<file path="src/rtl/framebuf_arbiter_pkg.sv">
// Framebuffer geometry shared by the scan-out, capture and arbitration logic.
package framebuf_arbiter_pkg;

    function automatic int frame_pixels(input int width, input int height);
        return width * height;
    endfunction

    localparam int FB_WIDTH   = 176;
    localparam int FB_HEIGHT  = 144;
    localparam int FB_PIXELS  = frame_pixels(FB_WIDTH, FB_HEIGHT);
    localparam int ADDR_WIDTH = 16;

endpackage

</file>
<file path="src/rtl/framebuf_arbiter_sync_fifo.sv">
// Single-clock FIFO with wrap-bit pointers; full/empty depend only on registered state.
module sync_fifo #(
    parameter int WIDTH = 8,
    parameter int DEPTH = 4
) (
    input  logic             clk,
    input  logic             reset_n,
    input  logic             push,
    input  logic [WIDTH-1:0] push_data,
    input  logic             pop,
    output logic [WIDTH-1:0] pop_data,
    output logic             full,
    output logic             empty
);

    localparam int PTR_W = $clog2(DEPTH);
    localparam logic [PTR_W:0] PTR_ONE = 1;

    logic [WIDTH-1:0] store [DEPTH];
    logic [PTR_W:0]   wr_ptr;
    logic [PTR_W:0]   rd_ptr;
    logic             do_push;
    logic             do_pop;

    assign do_push  = push & ~full;
    assign do_pop   = pop & ~empty;
    assign empty    = (wr_ptr == rd_ptr);
    assign full     = (wr_ptr[PTR_W] != rd_ptr[PTR_W]) &&
                      (wr_ptr[PTR_W-1:0] == rd_ptr[PTR_W-1:0]);
    assign pop_data = store[rd_ptr[PTR_W-1:0]];

    // Advance the pointers; reset discards every queued entry.
    always_ff @(posedge clk or negedge reset_n) begin
        if (!reset_n) begin
            wr_ptr <= '0;
            rd_ptr <= '0;
        end else begin
            if (do_push) wr_ptr <= wr_ptr + PTR_ONE;
            if (do_pop)  rd_ptr <= rd_ptr + PTR_ONE;
        end
    end

    // Storage array carries no reset so it can map onto distributed RAM.
    always_ff @(posedge clk) begin
        if (do_push) store[wr_ptr[PTR_W-1:0]] <= push_data;
    end

endmodule

</file>
<file path="src/rtl/framebuf_arbiter.sv">
// Shares the single-port framebuffer BRAM between VGA scan-out (fixed priority,
// fixed two-cycle latency) and the camera writer, whose pixels queue in a FIFO
// and drain whenever the reader leaves the port idle.
module framebuf_arbiter #(
    parameter int FB_WIDTH   = framebuf_arbiter_pkg::FB_WIDTH,
    parameter int FB_HEIGHT  = framebuf_arbiter_pkg::FB_HEIGHT,
    parameter int ADDR_WIDTH = framebuf_arbiter_pkg::ADDR_WIDTH,
    parameter int DATA_WIDTH = 8,
    parameter int FIFO_DEPTH = 4
) (
    input  logic                  vga_clk_25,
    input  logic                  reset_n,
    input  logic                  rd_req,
    input  logic [ADDR_WIDTH-1:0] rd_addr,
    output logic [DATA_WIDTH-1:0] rd_data,
    output logic                  rd_valid,
    input  logic                  wr_valid,
    output logic                  wr_ready,
    input  logic [DATA_WIDTH-1:0] wr_data,
    input  logic                  wr_sof,
    output logic                  mem_en,
    output logic                  mem_we,
    output logic [ADDR_WIDTH-1:0] mem_addr,
    output logic [DATA_WIDTH-1:0] mem_wdata,
    input  logic [DATA_WIDTH-1:0] mem_rdata,
    output logic                  frame_done,
    output logic                  overflow
);

    import framebuf_arbiter_pkg::*;

    typedef enum logic [1:0] {
        ARB_IDLE,
        ARB_READ,
        ARB_WRITE
    } arb_state_t;

    localparam int ENTRY_W   = ADDR_WIDTH + DATA_WIDTH;
    localparam int PIX_COUNT = frame_pixels(FB_WIDTH, FB_HEIGHT);
    // One extra bit so the end-of-frame compare never wraps.
    localparam logic [ADDR_WIDTH:0]   PIX_LIMIT = (ADDR_WIDTH + 1)'(PIX_COUNT);
    localparam logic [ADDR_WIDTH-1:0] LAST_ADDR = ADDR_WIDTH'(PIX_COUNT - 1);
    localparam logic [ADDR_WIDTH-1:0] ADDR_ONE  = 1;

    arb_state_t            state;
    arb_state_t            state_nxt;
    logic [ADDR_WIDTH-1:0] wr_cnt;
    logic                  wr_xfer;
    logic                  in_frame;
    logic                  fifo_push;
    logic                  fifo_pop;
    logic                  fifo_full;
    logic                  fifo_empty;
    logic [ADDR_WIDTH-1:0] push_addr;
    logic [ENTRY_W-1:0]    push_entry;
    logic [ENTRY_W-1:0]    head_entry;
    logic [ADDR_WIDTH-1:0] head_addr;
    logic [DATA_WIDTH-1:0] head_data;

    // Writer handshake is based on registered FIFO state only; a same-cycle
    // pop does not open a slot.
    assign wr_ready   = reset_n & ~fifo_full;
    assign wr_xfer    = wr_valid & wr_ready;
    assign in_frame   = ({1'b0, wr_cnt} < PIX_LIMIT);
    assign fifo_push  = wr_xfer & (wr_sof | in_frame);
    assign push_addr  = wr_sof ? '0 : wr_cnt;
    assign push_entry = {push_addr, wr_data};
    assign {head_addr, head_data} = head_entry;

    // Read data is taken straight from the BRAM; only rd_valid qualifies it.
    assign rd_data = mem_rdata;

    sync_fifo #(
        .WIDTH (ENTRY_W),
        .DEPTH (FIFO_DEPTH)
    ) u_wr_fifo (
        .clk       (vga_clk_25),
        .reset_n   (reset_n),
        .push      (fifo_push),
        .push_data (push_entry),
        .pop       (fifo_pop),
        .pop_data  (head_entry),
        .full      (fifo_full),
        .empty     (fifo_empty)
    );

    // Raster write-address generator: restarts on sof, saturates at frame end.
    always_ff @(posedge vga_clk_25 or negedge reset_n) begin
        if (!reset_n) begin
            wr_cnt   <= '0;
            overflow <= 1'b0;
        end else if (wr_xfer) begin
            if (wr_sof) begin
                wr_cnt   <= ADDR_ONE;
                overflow <= 1'b0;
            end else if (in_frame) begin
                wr_cnt   <= wr_cnt + ADDR_ONE;
            end else begin
                overflow <= 1'b1;
            end
        end
    end

    // Arbiter state register.
    always_ff @(posedge vga_clk_25 or negedge reset_n) begin
        if (!reset_n) state <= ARB_IDLE;
        else          state <= state_nxt;
    end

    // Grant decision: reader always wins, writer drains only into idle slots.
    always_comb begin
        state_nxt = ARB_IDLE;
        fifo_pop  = 1'b0;
        if (rd_req) begin
            state_nxt = ARB_READ;
        end else if (!fifo_empty) begin
            state_nxt = ARB_WRITE;
            fifo_pop  = 1'b1;
        end
    end

    // BRAM port registers follow the grant chosen this cycle.
    always_ff @(posedge vga_clk_25 or negedge reset_n) begin
        if (!reset_n) begin
            mem_en    <= 1'b0;
            mem_we    <= 1'b0;
            mem_addr  <= '0;
            mem_wdata <= '0;
        end else begin
            unique case (state_nxt)
                ARB_READ: begin
                    mem_en   <= 1'b1;
                    mem_we   <= 1'b0;
                    mem_addr <= rd_addr;
                end
                ARB_WRITE: begin
                    mem_en    <= 1'b1;
                    mem_we    <= 1'b1;
                    mem_addr  <= head_addr;
                    mem_wdata <= head_data;
                end
                default: begin
                    mem_en <= 1'b0;
                    mem_we <= 1'b0;
                end
            endcase
        end
    end

    // Read-valid and end-of-frame pulses trail the granted BRAM cycle by one clock.
    always_ff @(posedge vga_clk_25 or negedge reset_n) begin
        if (!reset_n) begin
            rd_valid   <= 1'b0;
            frame_done <= 1'b0;
        end else begin
            rd_valid   <= (state == ARB_READ);
            frame_done <= (state == ARB_WRITE) && (mem_addr == LAST_ADDR);
        end
    end

endmodule

</file>
<file path="config.mk">
export PLATFORM = sky130hd
export DESIGN_NAME = framebuf_arbiter
export DESIGN_NICKNAME = d
export VERILOG_FILES = /design/src/rtl/framebuf_arbiter_pkg.sv /design/src/rtl/framebuf_arbiter_sync_fifo.sv /design/src/rtl/framebuf_arbiter.sv
export SDC_FILE = /design/constraint.sdc
export NUM_CORES = 1
export LEC_CHECK = 0
export ABC_AREA = 0
export CAP_MARGIN = 15
export CORE_MARGIN = 5
export CORE_UTILIZATION = 55
export DETAILED_ROUTE_END_ITERATION = 12
export PLACE_DENSITY = 0.89
export REMOVE_ABC_BUFFERS = 1
export SYNTH_ARGS = -nofsm -noshare
export SYNTH_HDL_FRONTEND = slang
export SYNTH_SLANG_ARGS = --single-unit
</file>
<file path="constraint.sdc">
create_clock -name vga_clk_25 -period 2.47 [get_ports vga_clk_25]
set_input_delay 0.741 -clock vga_clk_25 [delete_from_list [all_inputs] [get_ports vga_clk_25]]
set_output_delay 0.741 -clock vga_clk_25 [all_outputs]
set_load 0.02 [all_outputs]
</file>
Yosys cells after proc, flatten, opt, wreduce, memory -nomap -nowiden:

Memory sizes are Yosys's and may differ from the RTL's.
Index checks and enable logic that the tools add are counted.

* register bits after elaboration: 53
* bits in writable memories: 96
* word-level logic and storage cells: 54
* memories kept: 1

* $add $sub $neg: 3
* $lt $le $gt $ge: 1
* equality and inequality tests: 9
* muxes and demuxes: 14
* bitwise operators: 8
* reductions and logical operators: 7

Memory list
* u_wr_fifo.store: words 4, bits a word 24, rd ports 1, clocked after memory_dff 0, wr ports 1, RTL line framebuf_arbiter_sync_fifo.sv:19 `logic [WIDTH-1:0] store [DEPTH];`

Operator list (number)
* 16-bit 2-to-1 mux: 3
* 16-bit one-hot mux with 2 select lines: 1
* 16-bit by 1-bit adder with 16-bit output, second input constant: 1
* 16-bit by 15-bit == test with 1-bit output, second input constant: 1
* 16-bit by 15-bit < comparator with 1-bit output, second input constant: 1
* 1-bit 2-to-1 mux: 8
* 3-bit by 1-bit adder with 3-bit output, second input constant: 2
* 1-bit AND: 5
* 2-bit by 1-bit == test with 1-bit output, second input constant: 2
* 2-bit == test, second input constant: 2
* 2-bit 2-to-1 mux: 2
* 2-bit AND reduction: 2
* 2-bit nonzero test: 2
* 3-bit == test: 1
* 2-bit == test: 1
* 1-bit logical AND: 2
* 2-bit inequality test, second input constant: 1
* 1-bit NOT: 2
* 2-bit OR reduction: 1
* 1-bit inequality test: 1
* 1-bit bitwise OR: 1

Depth between registers and ports, before layout:

Gate-level depths: netlist (run 1).

* depth after elaboration: 9
* depth in mapped cells: 7
* mapped depth without buffers: 6

By module:

From an unflattened synthesis (run 1), not the netlist that was laid out.

* cell total of the unflattened synthesis: 414
* area total of the unflattened synthesis: 6419.9 um^2

Modules (own cells, without submodules)
* sync_fifo: instances 1, cells an instance 174, area each 3981.3 um^2
* framebuf_arbiter: instances 1, cells an instance 240, area each 2438.6 um^2

Worst setup path before layout (run 1):

Ideal clock, no wire load.

* path type: input port to flip-flop
* start point: in wr_valid
* end point: mem u_wr_fifo.store[0][0] (netlist name), enable pin
* arrival time: 1871 ps
* data required time: 2087 ps
* slack: 216 ps
* stages on the path: 4
* buffers on the path: 1
* cells stage by stage: o311a_1 -> buf_2 -> o21a_2 -> and2_1

* word-level cells in the longest chain between the ends: 5

Ends and longest elaborated chain
* start: declaration: RTL line framebuf_arbiter.sv:17 `input logic wr_valid,`
* 1-bit AND: RTL line framebuf_arbiter.sv:63 `assign wr_xfer = wr_valid & wr_ready;`
* 1-bit AND: RTL line framebuf_arbiter.sv:65 `assign fifo_push = wr_xfer & (wr_sof | in_frame);`
* 1-bit AND: RTL line framebuf_arbiter_sync_fifo.sv:25 `assign do_push = push & ~full;`
* 1-bit 2-to-1 mux: RTL line framebuf_arbiter_sync_fifo.sv:45 `if (do_push) store[wr_ptr[PTR_W-1:0]] <= push_data;`
* 1-bit 2-to-1 mux (implied by the code): RTL line framebuf_arbiter_sync_fifo.sv:45
* end: declaration: RTL line framebuf_arbiter_sync_fifo.sv:19

No other way between the ends.

Final worst setup path (run 1):

* start point: reg u_wr_fifo.wr_ptr[1]
* end point: out wr_ready

* word-level cells in the longest chain between the ends: 4

Ends and longest elaborated chain
* start: declaration: RTL line framebuf_arbiter_sync_fifo.sv:20 `logic [PTR_W:0] wr_ptr;`
* start signal: assignment: RTL line framebuf_arbiter_sync_fifo.sv:38 `if (do_push) wr_ptr <= wr_ptr + PTR_ONE;`
* 2-bit == test: RTL line framebuf_arbiter_sync_fifo.sv:29 `(wr_ptr[PTR_W-1:0] == rd_ptr[PTR_W-1:0]);`
* 1-bit logical AND: RTL line framebuf_arbiter_sync_fifo.sv:28 `assign full = (wr_ptr[PTR_W] != rd_ptr[PTR_W]) &&`
* 1-bit NOT: RTL line framebuf_arbiter.sv:62 `assign wr_ready = reset_n & ~fifo_full;`
* 1-bit AND: RTL line framebuf_arbiter.sv:62
* end: declaration: RTL line framebuf_arbiter.sv:18 `output logic wr_ready,`

No other way between the ends.

==> results of run 1 <==
## worst max path at each step
stage	from	endpoint
4_1_cts	u_wr_fifo.wr_ptr[1]$_DFFE_PN0P_	wr_ready
3_5_place_dp	wr_valid	u_wr_fifo.store[3][8]$_DFFE_PP_
3_3_place_gp	wr_valid	u_wr_fifo.store[3][9]$_DFFE_PP_
5_1_grt	u_wr_fifo.wr_ptr[1]$_DFFE_PN0P_	wr_ready
6_report	u_wr_fifo.wr_ptr[1]$_DFFE_PN0P_	wr_ready
2_1_floorplan	u_wr_fifo.rd_ptr[0]$_DFFE_PN0P_	wr_cnt[2]$_DFFE_PN0P_
## timing repair
| item | CTS | global route |
|---|---|---|
| endpoints found under the hold margin | 0 | 0 |
| setup endpoints to repair | 1 | 1 |
| resized for setup | 1 | 2 |
| hold buffers | 0 | 0 |
## logic make-up (layout without fill, tap and decap cells)
logic type / count (synthesis) / after routing
AOI/OAI and AO/OA: 56 / 56
adders and majority gates: 6 / 6
DFF: 149 / 149
muxes: 49 / 49
xor gates and xnor gates: 9 / 9
and+or+nand+nor: 90 / 90
buffers and inverters: 33 / 109
## power by group through the flow
stage / Combinational, mW / Sequential (mW) / Clock, mW
2_1_floorplan: 1.45 / 3.90 / 0
3_3_place_gp: 2.79 / 3.55 / 0
3_5_place_dp: 2.87 / 3.60 / 0
4_1_cts: 2.93 / 3.57 / 2.23
5_1_grt: 3.12 / 3.62 / 2.36
6_report: 2.90 / 3.58 / 2.20
## registers in the layout, indices dropped and copies added (netlist names)
name	cells
u_wr_fifo.store	96
mem_addr	16
wr_cnt	16
mem_wdata	8
u_wr_fifo.rd_ptr	3
u_wr_fifo.wr_ptr	3
state	2
frame_done	1
mem_en	1
mem_we	1
overflow	1
rd_valid	1
## final cells by class
| type | instances | share of cell area [%] |
|---|---|---|
| sequential | 149 | 56.37 |
| inverter | 4 | 0.2009 |
| multi-input combinational | 210 | 24.64 |
| clock inverter | 6 | 0.4186 |
| tap | 140 | 2.344 |
| clock buffer | 25 | 6.228 |
| timing repair buffer | 74 | 9.794 |
## cell usage in the layout (no fill, tap or decap), drive strengths merged, types with 6 or more instances in the layout
cell | Yosys | routed
buf | 20 | 17
dfrtp | 53 | 53
a21oi | 6 | 6
edfxtp | 96 | 96
o21ai | 21 | 21
nor2 | 9 | 9
ha | 6 | 6
nand3 | 7 | 7
clkdlybuf4s50 | 0 | 56
clkbuf | 9 | 25
mux2 | 9 | 9
mux2i | 16 | 16
mux4 | 24 | 24
a22oi | 7 | 7
a31oi | 6 | 6
nand4 | 6 | 6
nor2b | 15 | 15
nor4 | 6 | 6
nand2 | 28 | 28
## per-layer routing
| metal | routed length (um) | vias up | share of wire, % |
|---|---|---|---|
| li1 | - | 1636 | - |
| met1 | 5465 | 1884 | 41 |
| met2 | 6945 | 163 | 52 |
| met3 | 879 | 16 | 6.5 |
| met4 | 170 | 0 | 1.3 |
| met5 | 0 | - | 0 |
## worst max-delay path, cell delays in order, from the launching register on
cell           delay, ns
dfrtp_2             0.45
xor2_2              0.18
o31a_1              0.30
dlygate4sd2_1       0.32
==> flow_summary.json, run 1 <==
{
  "seq_area_mm2": 0.004213,
  "worstSkewPairLatency_ns": 0.41,
  "grt_pass1_vias": 3785,
  "area_growth_pct": 19.92,
  "seqPwrFrac_pct": 41.2,
  "postCtsSetupBuffers": 0,
  "ys_seq_area_share_pct": 67.54,
  "synth_top_cell_area_share_pct": 46.26,
  "synth.largest_area_cell": "edfxtp_1",
  "multiInputGateArea_mm2": 0.001842,
  "total_power_mw": 8.679,
  "port_buffers": 58,
  "globalRouteOverflowTotal": 0,
  "netlist_top_cells_area": "edfxtp_1 46%, dfrtp_1 21%, mux4_2 8.0%, mux2i_1 2.6%, nand2_1 1.7%",
  "power_frac_clock_pct": 25.3,
  "htreeDepth": 4,
  "yosys.area_share.simple_pct": 7.629,
  "async_reset_ff_share_pct": 35.57,
  "drive_gt1_share_pct": 17.74,
  "dieArea_mm2": 0.01356,
  "dp.final_hpwl_um": 8206,
  "cp.arrival_ns": 1.66,
  "slew_violations": 0,
  "antenna_found_initial": 0,
  "synth_cells": 392,
  "synth_area_per_cell_um2": 15.90,
  "ys_types": 50,
  "crit_path_start_kind": "flip-flop",
  "wirelength_um": 13460,
  "ctsRootBufferMaster": "clkbuf_16",
  "worst_slew_pin_slew_ns": 0.8112,
  "synth.area.mux_share_pct": 12.99,
  "ys.flop_type": "edfxtp_1",
  "use_met3_pct": 4.819,
  "status": "completed",
  "final-hold-violation-count": 0,
  "grt.busiest_layer": "met2",
  "reg2reg_from": "u_wr_fifo.wr_ptr[2]$_DFFE_PN0P_",
  "numCtsBuffers": 17,
  "internal-power_mw": 5.911,
  "grt_pass1_wl_um": 20980,
  "ctsLongestPathBuffers": 2,
  "clkTransAtPathRegs_ns": 0.05,
  "synth_common_cells": "96 x edfxtp_1, 53 x dfrtp_1, 28 x nand2_1",
  "use_met1_pct": 28.14,
  "grt_max_degree": 41,
  "setup_viol": 0,
  "worstHoldPathType": "input pin to asynchronous set/reset pin",
  "final_area_mm2": 0.007473,
  "synth_enable_flop_cells": 96,
  "irDropWorstVdd_uv": 944.3,
  "worstPathRequired_ns": 1.73,
  "core_area_mm2": 0.01098,
  "fin_util_pct": 68.05,
  "io_pins": 75,
  "ys_warn_count": 0,
  "power.density_mw_per_mm2": 1161,
  "combinationalPowerShare_pct": 33.4,
  "syn-cell-area_mm2": 0.006232,
  "track_usage_pct": 21.40,
  "reg2reg_to": "wr_cnt[2]$_DFFE_PN0P_",
  "fin_tns_setup_ns": 0,
  "worst_slack_ns": 0.06925,
  "synth_fa_ha_area_share_pct": 1.205,
  "synth-compound-area-share_pct": 5.983,
  "grtUsageMet2_pct": 35.58,
  "final_nets": 499,
  "dpl_worst_slack_ns": 0.05460,
  "clock-sinks": 149,
  "swShare_pct": 31.90,
  "viasPerCell": 6.084,
  "diodes": 0,
  "min_period_ns": 2.401,
  "gp_routability_congestion": 0.8802,
  "whs_ns": 0.2966,
  "wl_per_cell_um": 22.14,
  "p_leak_nw": 2.773,
  "synth_xor_area_share_pct": 1.626,
  "drt-initial-drc-count": 342,
  "drc_errors": 0,
  "cap_violations": 0,
  "cts_tree": "done",
  "r2r_slack_ns": 0.31,
  "row_count": 38,
  "yosys_register_bits": 149,
  "rsz0062_at_grt": "false",
  "vias": 3699,
  "switchingPower_mw": 2.768,
  "stdcell_count": 608,
  "skew_ns": 0.006253,
  "min_period_over_period_pct": 97.20,
  "fillers": 703,
  "reg2reg_depth": 6,
  "crit_fanout": 5,
  "placed_cells": 577,
  "max_freq_ghz": 0.4165,
  "cp-end-kind": "output pin",
  "die_x_um": 116.5,
  "critical_path_class": "flip-flop to output pin",
  "die_y_um": 116.5,
  "start_util_pct": 56.74,
  "synth_top_family_by_area": "multiplexers",
  "ant_nets": 0,
  "first_pass_iters": 5,
  "yosysMostFrequentCell": "edfxtp_1",
  "place_area_mm2": 0.006975,
  "relSlewSlack_pct": 45.83
}
Note: power is estimated with default switching activity, not from simulation.
==> inputs of run 2 (changes only) <==
Settings changed: GPL_TIMING_DRIVEN from default to 0.
==> flow_summary.json, run 2 (synthesized netlist as in run 1, its figures left out) <==
{
  "diodes": 0,
  "skew_ns": 0.009980,
  "vias": 3879,
  "dp.final_hpwl_um": 8655,
  "place_area_mm2": 0.006962,
  "min_period_over_period_pct": 97.42,
  "fin_tns_setup_ns": 0,
  "port_buffers": 58,
  "status": "completed",
  "rsz0062_at_grt": "false",
  "wl_per_cell_um": 23.81,
  "slew_violations": 0,
  "first_pass_iters": 6,
  "cap_violations": 0,
  "seqPwrFrac_pct": 40.1,
  "switchingPower_mw": 2.889,
  "clock-sinks": 149,
  "swShare_pct": 32.05,
  "grt_max_degree": 37,
  "io_pins": 75,
  "track_usage_pct": 22.41,
  "power.density_mw_per_mm2": 1184,
  "irDropWorstVdd_uv": 650.4,
  "drc_errors": 0,
  "area_growth_pct": 22.14,
  "drt-initial-drc-count": 556,
  "core_area_mm2": 0.01098,
  "grt_pass1_wl_um": 22170,
  "dieArea_mm2": 0.01356,
  "grt_pass1_vias": 3911,
  "cts_hold_buffers": 0,
  "dpl_worst_slack_ns": -1.209,
  "start_util_pct": 56.74,
  "antenna_found_initial": 0,
  "whs_ns": 0.1595,
  "internal-power_mw": 6.127,
  "p_leak_nw": 2.844,
  "layout_common_cells": "96 x edfxtp_1, 54 x clkdlybuf4s50_1, 49 x dfrtp_1, 28 x nand2_1, 22 x mux4_2",
  "wirelength_um": 14460,
  "fin_util_pct": 69.31,
  "relSlewSlack_pct": 48.99,
  "fillers": 659,
  "max_freq_ghz": 0.4156,
  "worst_slew_pin_slew_ns": 0.7640,
  "cp-end-kind": "flip-flop",
  "ctsLongestPathBuffers": 2,
  "ctsRootBufferMaster": "clkbuf_16",
  "drive_gt1_share_pct": 20.13,
  "worst_slack_ns": 0.06376,
  "layout_commonest_cell": "edfxtp_1",
  "worstSkewPairLatency_ns": 0.42,
  "min_period_ns": 2.406,
  "largest_reg_flops": 96,
  "worstHoldPathType": "input pin to asynchronous set/reset pin",
  "final_nets": 497,
  "crit_fanout": 13,
  "numCtsBuffers": 17,
  "gp_routability_congestion": 0.7868,
  "critical_path_class": "input pin to flip-flop",
  "final-hold-violation-count": 0,
  "cts_tree": "done",
  "cp.arrival_ns": 2.52,
  "clkTransAtPathRegs_ns": 0.06,
  "crit_path_start_kind": "input pin",
  "globalRouteOverflowTotal": 0,
  "setup_viol": 0,
  "ant_nets": 0,
  "power_frac_clock_pct": 25.8,
  "die_x_um": 116.5,
  "row_count": 38,
  "worstPathRequired_ns": 2.58,
  "final_area_mm2": 0.007612,
  "die_y_um": 116.5,
  "htreeDepth": 4,
  "viasPerCell": 6.390,
  "combinationalPowerShare_pct": 34.1
}
## run 2: cell types whose count changed in the layout (fill, tap and decap cells not counted), sizes merged
| cell | previous run | this run |
|---|---|---|
| buf | 17 | 14 |
| bufbuf | 0 | 1 |
| bufinv | 0 | 1 |
| clkbuf | 25 | 26 |
| clkdlybuf4s15 | 0 | 1 |
| clkdlybuf4s50 | 56 | 54 |
| clkinv | 4 | 6 |
| clkinvlp | 2 | 0 |
## run 2: timing repair
action / 4_1_cts / 5_1_grt
hold endpoints to repair: 0 / 0
buffers inserted: 4 / 0
gates cloned: 1 / 0
resized for setup: 18 / 6
setup endpoints to repair: 129 / 65
## run 2: final cells by class
type | instances | area (um^2) | area share [%]
Clock buffer | 25 | 465.4 | 6.114
Sequential cell | 149 | 4214 | 55.36
Clock inverter | 7 | 60.06 | 0.7890
Multi-Input combinational cell | 210 | 1873 | 24.61
Tap cell | 140 | 175.2 | 2.301
Inverter | 4 | 15.01 | 0.1972
Timing Repair Buffer | 72 | 809.5 | 10.63
## run 2: path summary, 6_finish.rpt
path                                          start  cells after the start                               to  slack, ns
max                                        wr_valid                      5  u_wr_fifo.store[0][9]$_DFFE_PP_       0.06
min in group vga_clk_25    mem_wdata[3]$_DFFE_PN0N_                      1         mem_wdata[3]$_DFFE_PN0N_       0.51
min                                         reset_n                      1         mem_wdata[6]$_DFFE_PN0N_       0.16
min reg2reg                mem_wdata[3]$_DFFE_PN0N_                      1         mem_wdata[3]$_DFFE_PN0N_       0.51
max reg2reg                  wr_cnt[10]$_DFFE_PN0P_                      5  u_wr_fifo.store[0][9]$_DFFE_PP_       0.16
max in group asynchronous                   reset_n                      2  u_wr_fifo.wr_ptr[1]$_DFFE_PN0P_       1.78
## run 2: layer usage
metal | vias up | GRT usage [%] | share of wire [%]
met1 | 1978 | 28.83 | 39
met4 | 0 | 8.894 | 2.6
li1 | 1628 | - | -
met2 | 230 | 36.12 | 51
met5 | - | 0 | 0
met3 | 43 | 6.684 | 8.0
## run 2: stage by stage
stage	std cells	power, mW
floorplan	363	5.345
global placement	561	6.213
detailed placement	569	6.553
CTS	606	9.016
global route	607	9.391
finish	607	9.016
## run 2: power groups by stage
stage          registers (mW)  logic, mW  clock network (mW)
4_1_cts                  3.60       3.08                2.34
3_3_place_gp             3.78       2.43                   0
6_report                 3.61       3.08                2.33
3_5_place_dp             3.67       2.88                   0
5_1_grt                  3.66       3.28                2.46
2_1_floorplan            3.90       1.45                   0
## run 2: worst max-delay path: stages
cell,delay (ns)
clkdlybuf4s50_1,0.52
o311a_1,0.43
o21a_2,0.29
and2_4,0.32
buf_8,0.22
